### config.mk
export PLATFORM = sky130hd
export DESIGN_NAME = mem_arbiter
export DESIGN_NICKNAME = d
export VERILOG_FILES = /design/src/rtl/mem_arb_pkg.sv /design/src/rtl/mem_arb_pick.sv /design/src/rtl/mem_arbiter.sv
export SDC_FILE = /design/constraint.sdc
export NUM_CORES = 1
export LEC_CHECK = 0
export BUFFER_PORTS_ARGS = -buffer_cell sky130_fd_sc_hd__buf_2
export CELL_PAD_IN_SITES_DETAIL_PLACEMENT = 1
export CELL_PAD_IN_SITES_GLOBAL_PLACEMENT = 2
export CORE_AREA = 2 2 122 183
export DETAILED_ROUTE_END_ITERATION = 6
export DIE_AREA = 0 0 124 185
export PLACE_DENSITY = 0.8
export SLEW_MARGIN = 20
export SYNTH_ARGS = -nofsm -noshare
export SYNTH_HDL_FRONTEND = slang
export SYNTH_HIERARCHICAL = 1
export SYNTH_SLANG_ARGS = --single-unit
### constraint.sdc
create_clock -name clk -period 1.98 [get_ports clk]
set_input_delay 0.297 -clock clk [delete_from_list [all_inputs] [get_ports clk]]
set_output_delay 0.297 -clock clk [all_outputs]
set_load 0.03 [all_outputs]
### src/rtl/mem_arb_pkg.sv
// Shared types and defaults for the instruction/data memory-port arbiter.
// States, grant encoding and the default memory latency live here.
package mem_arb_pkg;

  typedef enum logic [1:0] {IDLE, BUSY, DONE} state_t;

  typedef enum logic [1:0] {GNT_NONE, GNT_I, GNT_D} grant_t;

  localparam int DEFAULT_LAG = 4;

endpackage

### src/rtl/mem_arb_pick.sv
// Combinational winner select between the I and D requesters.
// MEM_ARB_RR_EN swaps fixed D-over-I priority for round-robin on last_grant.
module mem_arb_pick
  import mem_arb_pkg::*;
(
  input  logic   i_req,
  input  logic   d_req,
  input  grant_t last_grant,
  output grant_t grant
);

  always_comb begin
    grant = GNT_NONE;
`ifdef MEM_ARB_RR_EN
    // A tie goes to whichever port was not served last.
    if (i_req && d_req) begin
      grant = (last_grant == GNT_D) ? GNT_I : GNT_D;
    end else if (d_req) begin
      grant = GNT_D;
    end else if (i_req) begin
      grant = GNT_I;
    end
`else
    if (d_req) begin
      grant = GNT_D;
    end else if (i_req) begin
      grant = GNT_I;
    end
`endif
  end

`ifndef MEM_ARB_RR_EN
  logic unused_last_grant;
  assign unused_last_grant = ^last_grant;
`endif

endmodule

### src/rtl/mem_arbiter.sv
// Shares one fixed-latency memory port between the I-cache and D-cache controllers.
// Optional round-robin arbitration is enabled by defining MEM_ARB_RR_EN.
module mem_arbiter
  import mem_arb_pkg::*;
#(
  parameter int LAG    = DEFAULT_LAG,
  parameter int ADDR_W = 32,
  parameter int DATA_W = 32
) (
  input  logic              clk,
  input  logic              rst_n,
  input  logic              i_req,
  input  logic              i_we,
  input  logic [ADDR_W-1:0] i_addr,
  input  logic [DATA_W-1:0] i_wdata,
  output logic [DATA_W-1:0] i_rdata,
  output logic              i_ready,
  input  logic              d_req,
  input  logic              d_we,
  input  logic [ADDR_W-1:0] d_addr,
  input  logic [DATA_W-1:0] d_wdata,
  output logic [DATA_W-1:0] d_rdata,
  output logic              d_ready,
  output logic [ADDR_W-1:0] mem_addr,
  output logic              mem_we,
  output logic [DATA_W-1:0] mem_wdata,
  input  logic [DATA_W-1:0] mem_rdata,
  output logic              busy,
  output state_t            dbg_state
);

  // Handshake: a requester raises req with we/addr/wdata and keeps req high
  // until it sees its one-cycle ready pulse; it drops req on the edge that
  // ends that cycle. Inputs are captured on the grant edge only.

  localparam int CNT_W = (LAG < 1) ? 1 : $clog2(LAG + 1);

  state_t              state_q, state_d;
  grant_t              grant_q, grant_d, pick;
  logic [CNT_W-1:0]    cnt_q, cnt_d;
  logic [ADDR_W-1:0]   mem_addr_q, mem_addr_d;
  logic                mem_we_q, mem_we_d;
  logic [DATA_W-1:0]   mem_wdata_q, mem_wdata_d;
  logic [DATA_W-1:0]   i_rdata_q, i_rdata_d;
  logic [DATA_W-1:0]   d_rdata_q, d_rdata_d;
  grant_t              last_grant;

`ifdef MEM_ARB_RR_EN
  grant_t last_grant_q;

  always_ff @(posedge clk or negedge rst_n) begin
    if (!rst_n) begin
      last_grant_q <= GNT_I;
    end else if (state_q == IDLE && pick != GNT_NONE) begin
      last_grant_q <= pick;
    end
  end

  assign last_grant = last_grant_q;
`else
  assign last_grant = GNT_I;
`endif

  mem_arb_pick u_pick (
    .i_req      (i_req),
    .d_req      (d_req),
    .last_grant (last_grant),
    .grant      (pick)
  );

  always_ff @(posedge clk or negedge rst_n) begin
    if (!rst_n) begin
      state_q     <= IDLE;
      grant_q     <= GNT_NONE;
      cnt_q       <= '0;
      mem_addr_q  <= '0;
      mem_we_q    <= 1'b0;
      mem_wdata_q <= '0;
      i_rdata_q   <= '0;
      d_rdata_q   <= '0;
    end else begin
      state_q     <= state_d;
      grant_q     <= grant_d;
      cnt_q       <= cnt_d;
      mem_addr_q  <= mem_addr_d;
      mem_we_q    <= mem_we_d;
      mem_wdata_q <= mem_wdata_d;
      i_rdata_q   <= i_rdata_d;
      d_rdata_q   <= d_rdata_d;
    end
  end

  always_comb begin
    state_d     = state_q;
    grant_d     = grant_q;
    cnt_d       = cnt_q;
    mem_addr_d  = mem_addr_q;
    mem_we_d    = mem_we_q;
    mem_wdata_d = mem_wdata_q;
    i_rdata_d   = i_rdata_q;
    d_rdata_d   = d_rdata_q;
    case (state_q)
      IDLE: begin
        if (pick != GNT_NONE) begin
          state_d = BUSY;
          grant_d = pick;
          cnt_d   = '0;
          if (pick == GNT_D) begin
            mem_addr_d  = {d_addr[ADDR_W-1:2], 2'b00};
            mem_we_d    = d_we;
            mem_wdata_d = d_wdata;
          end else begin
            mem_addr_d  = {i_addr[ADDR_W-1:2], 2'b00};
            mem_we_d    = i_we;
            mem_wdata_d = i_wdata;
          end
        end
      end
      BUSY: begin
        // Memory data is valid on the final count; writes capture it too.
        if (cnt_q == CNT_W'(LAG)) begin
          state_d  = DONE;
          mem_we_d = 1'b0;
          if (grant_q == GNT_D) begin
            d_rdata_d = mem_rdata;
          end else begin
            i_rdata_d = mem_rdata;
          end
        end else begin
          cnt_d = cnt_q + 1'b1;
        end
      end
      DONE: begin
        state_d = IDLE;
        grant_d = GNT_NONE;
      end
      default: begin
        state_d = IDLE;
        grant_d = GNT_NONE;
      end
    endcase
  end

  assign i_ready   = (state_q == DONE) && (grant_q == GNT_I);
  assign d_ready   = (state_q == DONE) && (grant_q == GNT_D);
  assign busy      = (state_q != IDLE);
  assign mem_addr  = mem_addr_q;
  assign mem_we    = mem_we_q;
  assign mem_wdata = mem_wdata_q;
  assign i_rdata   = i_rdata_q;
  assign d_rdata   = d_rdata_q;
  assign dbg_state = state_q;

endmodule

-- Yosys cells after proc, flatten, opt, wreduce, memory -nomap -nowiden
Index checks and enable logic that the tools add are counted.
- word-level logic and storage cells: 49
- bits of input ports: 166
- flip-flop bits (word level): 136
- output and inout port bits: 134
- reductions and logical operators: 13
- multiplexer cells: 16
- bitwise logic cells: 2
- eq/ne operators: 9
- $add $sub $neg: 1
- operators by type and width (operator ; number):
    $mux 32 ; 2
    $reduce_and 3->1 ; 4
    $mux 2 ; 4
    $pmux 2 s2 ; 2
    $eq 2x2->1 const B ; 3
    $mux 3 ; 2
    $ne 2x2->1 const B ; 3
    $pmux 3 s2 ; 1
    $reduce_and 2->1 ; 3
    $reduce_bool 2->1 ; 3
    $eq 2x1->1 const B ; 2
    $mux 1 ; 4
    $add 3x1->3 const B ; 1
    $eq 3x3->1 const B ; 1
    $logic_and 1x1->1 ; 2
    $logic_not 2->1 ; 1
    $not 1->1 ; 2
    $pmux 1 s2 ; 1

-- Depth between registers and ports, before layout
- word-level depth: 6
- depth in mapped cells: 6
- depth with buffers taken out: 5

-- Cells and area by module
The synthesis kept the hierarchy.
- by module, submodules not included (module ; seq. area each (um2) ; cells each ; times used ; area each (um2)):
    mem_arbiter ; 3353.2 ; 466 ; 1 ; 5665.4
    mem_arb_pick ; 0.0 ; 2 ; 1 ; 21.3

-- Least setup slack after synthesis
No wires, ideal clock.
- kind: register to output
- from: register state_q[0] (netlist: dbg_state[0])
- to: output i_ready
- buffers on the path: 1
- cell stages (with the launch flop): 3
- slack: -0.067 ns
- arrival: 1.750 ns
- data required time: 1.683 ns
- path through: dfrtp_1 > buf_6 > nor4b_1
- word-level cells in the longest chain between the ends: 2
- RTL lines (item ; RTL line ; text):
    from (decl) ; mem_arbiter.sv:38 ; state_t state_q, state_d;
    from (signal assigned) ; mem_arbiter.sv:82 ; state_q <= state_d;
    $eq 2x2->1 ; mem_arbiter.sv:144 ; assign i_ready = (state_q == DONE) && (grant_q == GNT_I);
    $logic_and 1x1->1 ; mem_arbiter.sv:144 ;
    to (decl) ; mem_arbiter.sv:17 ; output logic i_ready,
No other way between the ends.

-- Final worst setup path
- from: register cnt_q[0]
- to: register d_rdata_q[12] (netlist: d_rdata[12])
- word-level cells in the longest chain between the ends: 2
- RTL lines (item ; RTL line ; text):
    from (decl) ; mem_arbiter.sv:40 ; logic [CNT_W-1:0] cnt_q, cnt_d;
    from (signal assigned) ; mem_arbiter.sv:84 ; cnt_q <= cnt_d;
    $eq 3x3->1 ; mem_arbiter.sv:121 ; if (cnt_q == CNT_W'(LAG)) begin
    $reduce_and 3->1 (no source line) ; -- ;
    to (signal assigned) ; mem_arbiter.sv:89 ; d_rdata_q <= d_rdata_d;
    to (decl) ; mem_arbiter.sv:45 ; logic [DATA_W-1:0] d_rdata_q, d_rdata_d;
No other way between the ends.
A chain may end at the register's enable or synchronous reset.

==> impl_metrics.ini <==
[detailed_routing]
drt-pass1-iter-count = 4
post-route-drc-count = 0
vias = 4885
totalWireLength_um = 18200
dr.first_iter.drc_count = 131
vias_per_cell = 4.69
routedWlPerCell_um = 17.5
drtAntennaViolNets = 0

[layout]
nets = 925
area_growth_pct = 44.4
layout_commonest_cell = buf_2
multi_input_area_um2 = 2090
final_cell_mix = 291 x buf_2, 134 x dfrtp_1, 94 x o21ai_0
utilization_pct = 38.2
register_area_um2 = 3350
fillers = 2470
layout-drive-gt1-share_pct = 54.4
antenna_cells = 0

[critical_path]
arrival_ns = 2.19
required_ns = 2.27
worst-path-buf-inv = 3
crit_family = buffers and inverters
path_cells = inv_1 > ha_2 > nand4b_4 > nor3b_4 > buf_4 > buf_6 > mux2_2
cp-start-kind = register
endpoint_kind = register
rrSetupSlack_ns = 0.08
critical_path.max_stage_delay_ns = 0.38
crit_slowest_cell = dfrtp_1
path_class = register to register
cp_max_fo = 8

[cts]
cts.htree.levels = 4
path_clk_slew_ns = 0.06
cts_made_buffers = 17
root_buffer = clkbuf_16
clk_latency_ns = 0.42
cts.sinks = 134
cts_tree = yes
cts.path.max_buffers = 2

[place]
routabilityCongestion = 0.748
io_buffers = 293
post-dp-hpwl_um = 13100

[global_routing]
grt_pass1_vias = 5076
grt_antenna_before_repair = 0
grt_first_pass_wirelength_um = 27500
grt-ovfl-total = 0
track_usage_pct = 15.7
grt_max_degree = 57

[synth]
synth_warnings = 6
avgSynthCellArea_um2 = 12.2
synthCells = 467
syn_area_um2 = 5680

[job]
maxCapViolations = 0

[timing]
drv_slew = 0
worst_pin_slew_ns = 0.501
clock.fmax_mhz = 526
fin_setup_tns_ns = 0
hold_viol_final = 0
setup_viol = 0
slew_headroom_pct = 66.6
fin_skew_ns = 0.0136
fin_crit_sh_pct = 96.0
fin_crit_ns = 1.90

[worst_hold_path]
hold_path.class = input pin to register

[power_and_ir_drop]
p_leak_nw = 3.99
max-vdd-ir-drop_v = 0.000574
powerDensity_nw_per_um2 = 1840

[die]
core.rowCount = 66
die_h_um = 185
coreArea_um2 = 21500
start_util_pct = 26.5
die_area_um2 = 22900
num_io_pins = 300
die_w_um = 124

[outcome]
outcome = completed
-- worst paths after layout --
| kind | startpoint | to | depth (start not counted) |
|---|---|---|---|
| min in group asynchronous | rst_n | i_rdata[7] | 2 |
| max in group asynchronous | rst_n | mem_addr[3] | 3 |
| max | cnt_q[0] | d_rdata[12] | 7 |
| min | mem_rdata[1] | i_rdata[1] | 2 |
| min reg2reg | i_rdata[0] | i_rdata[0] | 1 |
| max reg2reg | cnt_q[0] | d_rdata[12] | 7 |
-- stage by stage --
stage,power [mW],cell area [µm²],hold slack [ns],std cells,setup slack [ns]
floorplan,9.37,5690,0.00141,468,0.0125
global placement,11.5,7460,0.227,1005,0.136
detailed placement,11.7,7460,0.231,1005,0.0795
CTS,15.3,8140,0.0921,1038,0.0474
global route,16.1,8210,0.0951,1042,-0.0237
finish,15.1,8210,0.114,1042,0.0792
-- timing repair --
item | CTS | global route
hold buffers | 1 | 0
endpoints found under the hold margin | 35 | 0
setup endpoints to repair | 1 | 33
buffers inserted | 0 | 2
pin swaps | 0 | 1
gates resized for setup | 2 | 2
cloned | 0 | 2
-- state kept, by name, indices dropped and copies added, names as in the netlist --
register and cells:
d_rdata 32, grant_q 2, mem_wdata 32, cnt_q 3
dbg_state 2, i_rdata 32, mem_we 1, mem_addr 30
-- area by class of cell --
class	count	share of cell area, %
flip-flops and latches	134	40.9
clock inverters	12	2.39
repair buffers	314	21.3
inverters	5	0.229
multi-input cells	285	25.4
clock buffers	20	5.69
well taps	272	4.15
-- layer usage --
metal  up-vias  wire (µm)  track usage, %
met1      2379       7000            17.9
met3        18       1360            5.11
li1       2305          -               -
met2       183       9570            27.3
met5         -          0               0
met4         0        290            5.21
-- where the power goes --
| part | leakage, nW | internal (mW) | switching, mW |
|---|---|---|---|
| Clock | 0.331 | 2.34 | 1.20 |
| Combinational | 1.99 | 2.27 | 4.60 |
| Sequential | 1.66 | 4.03 | 0.653 |
(Power assumes the default switching activity.)
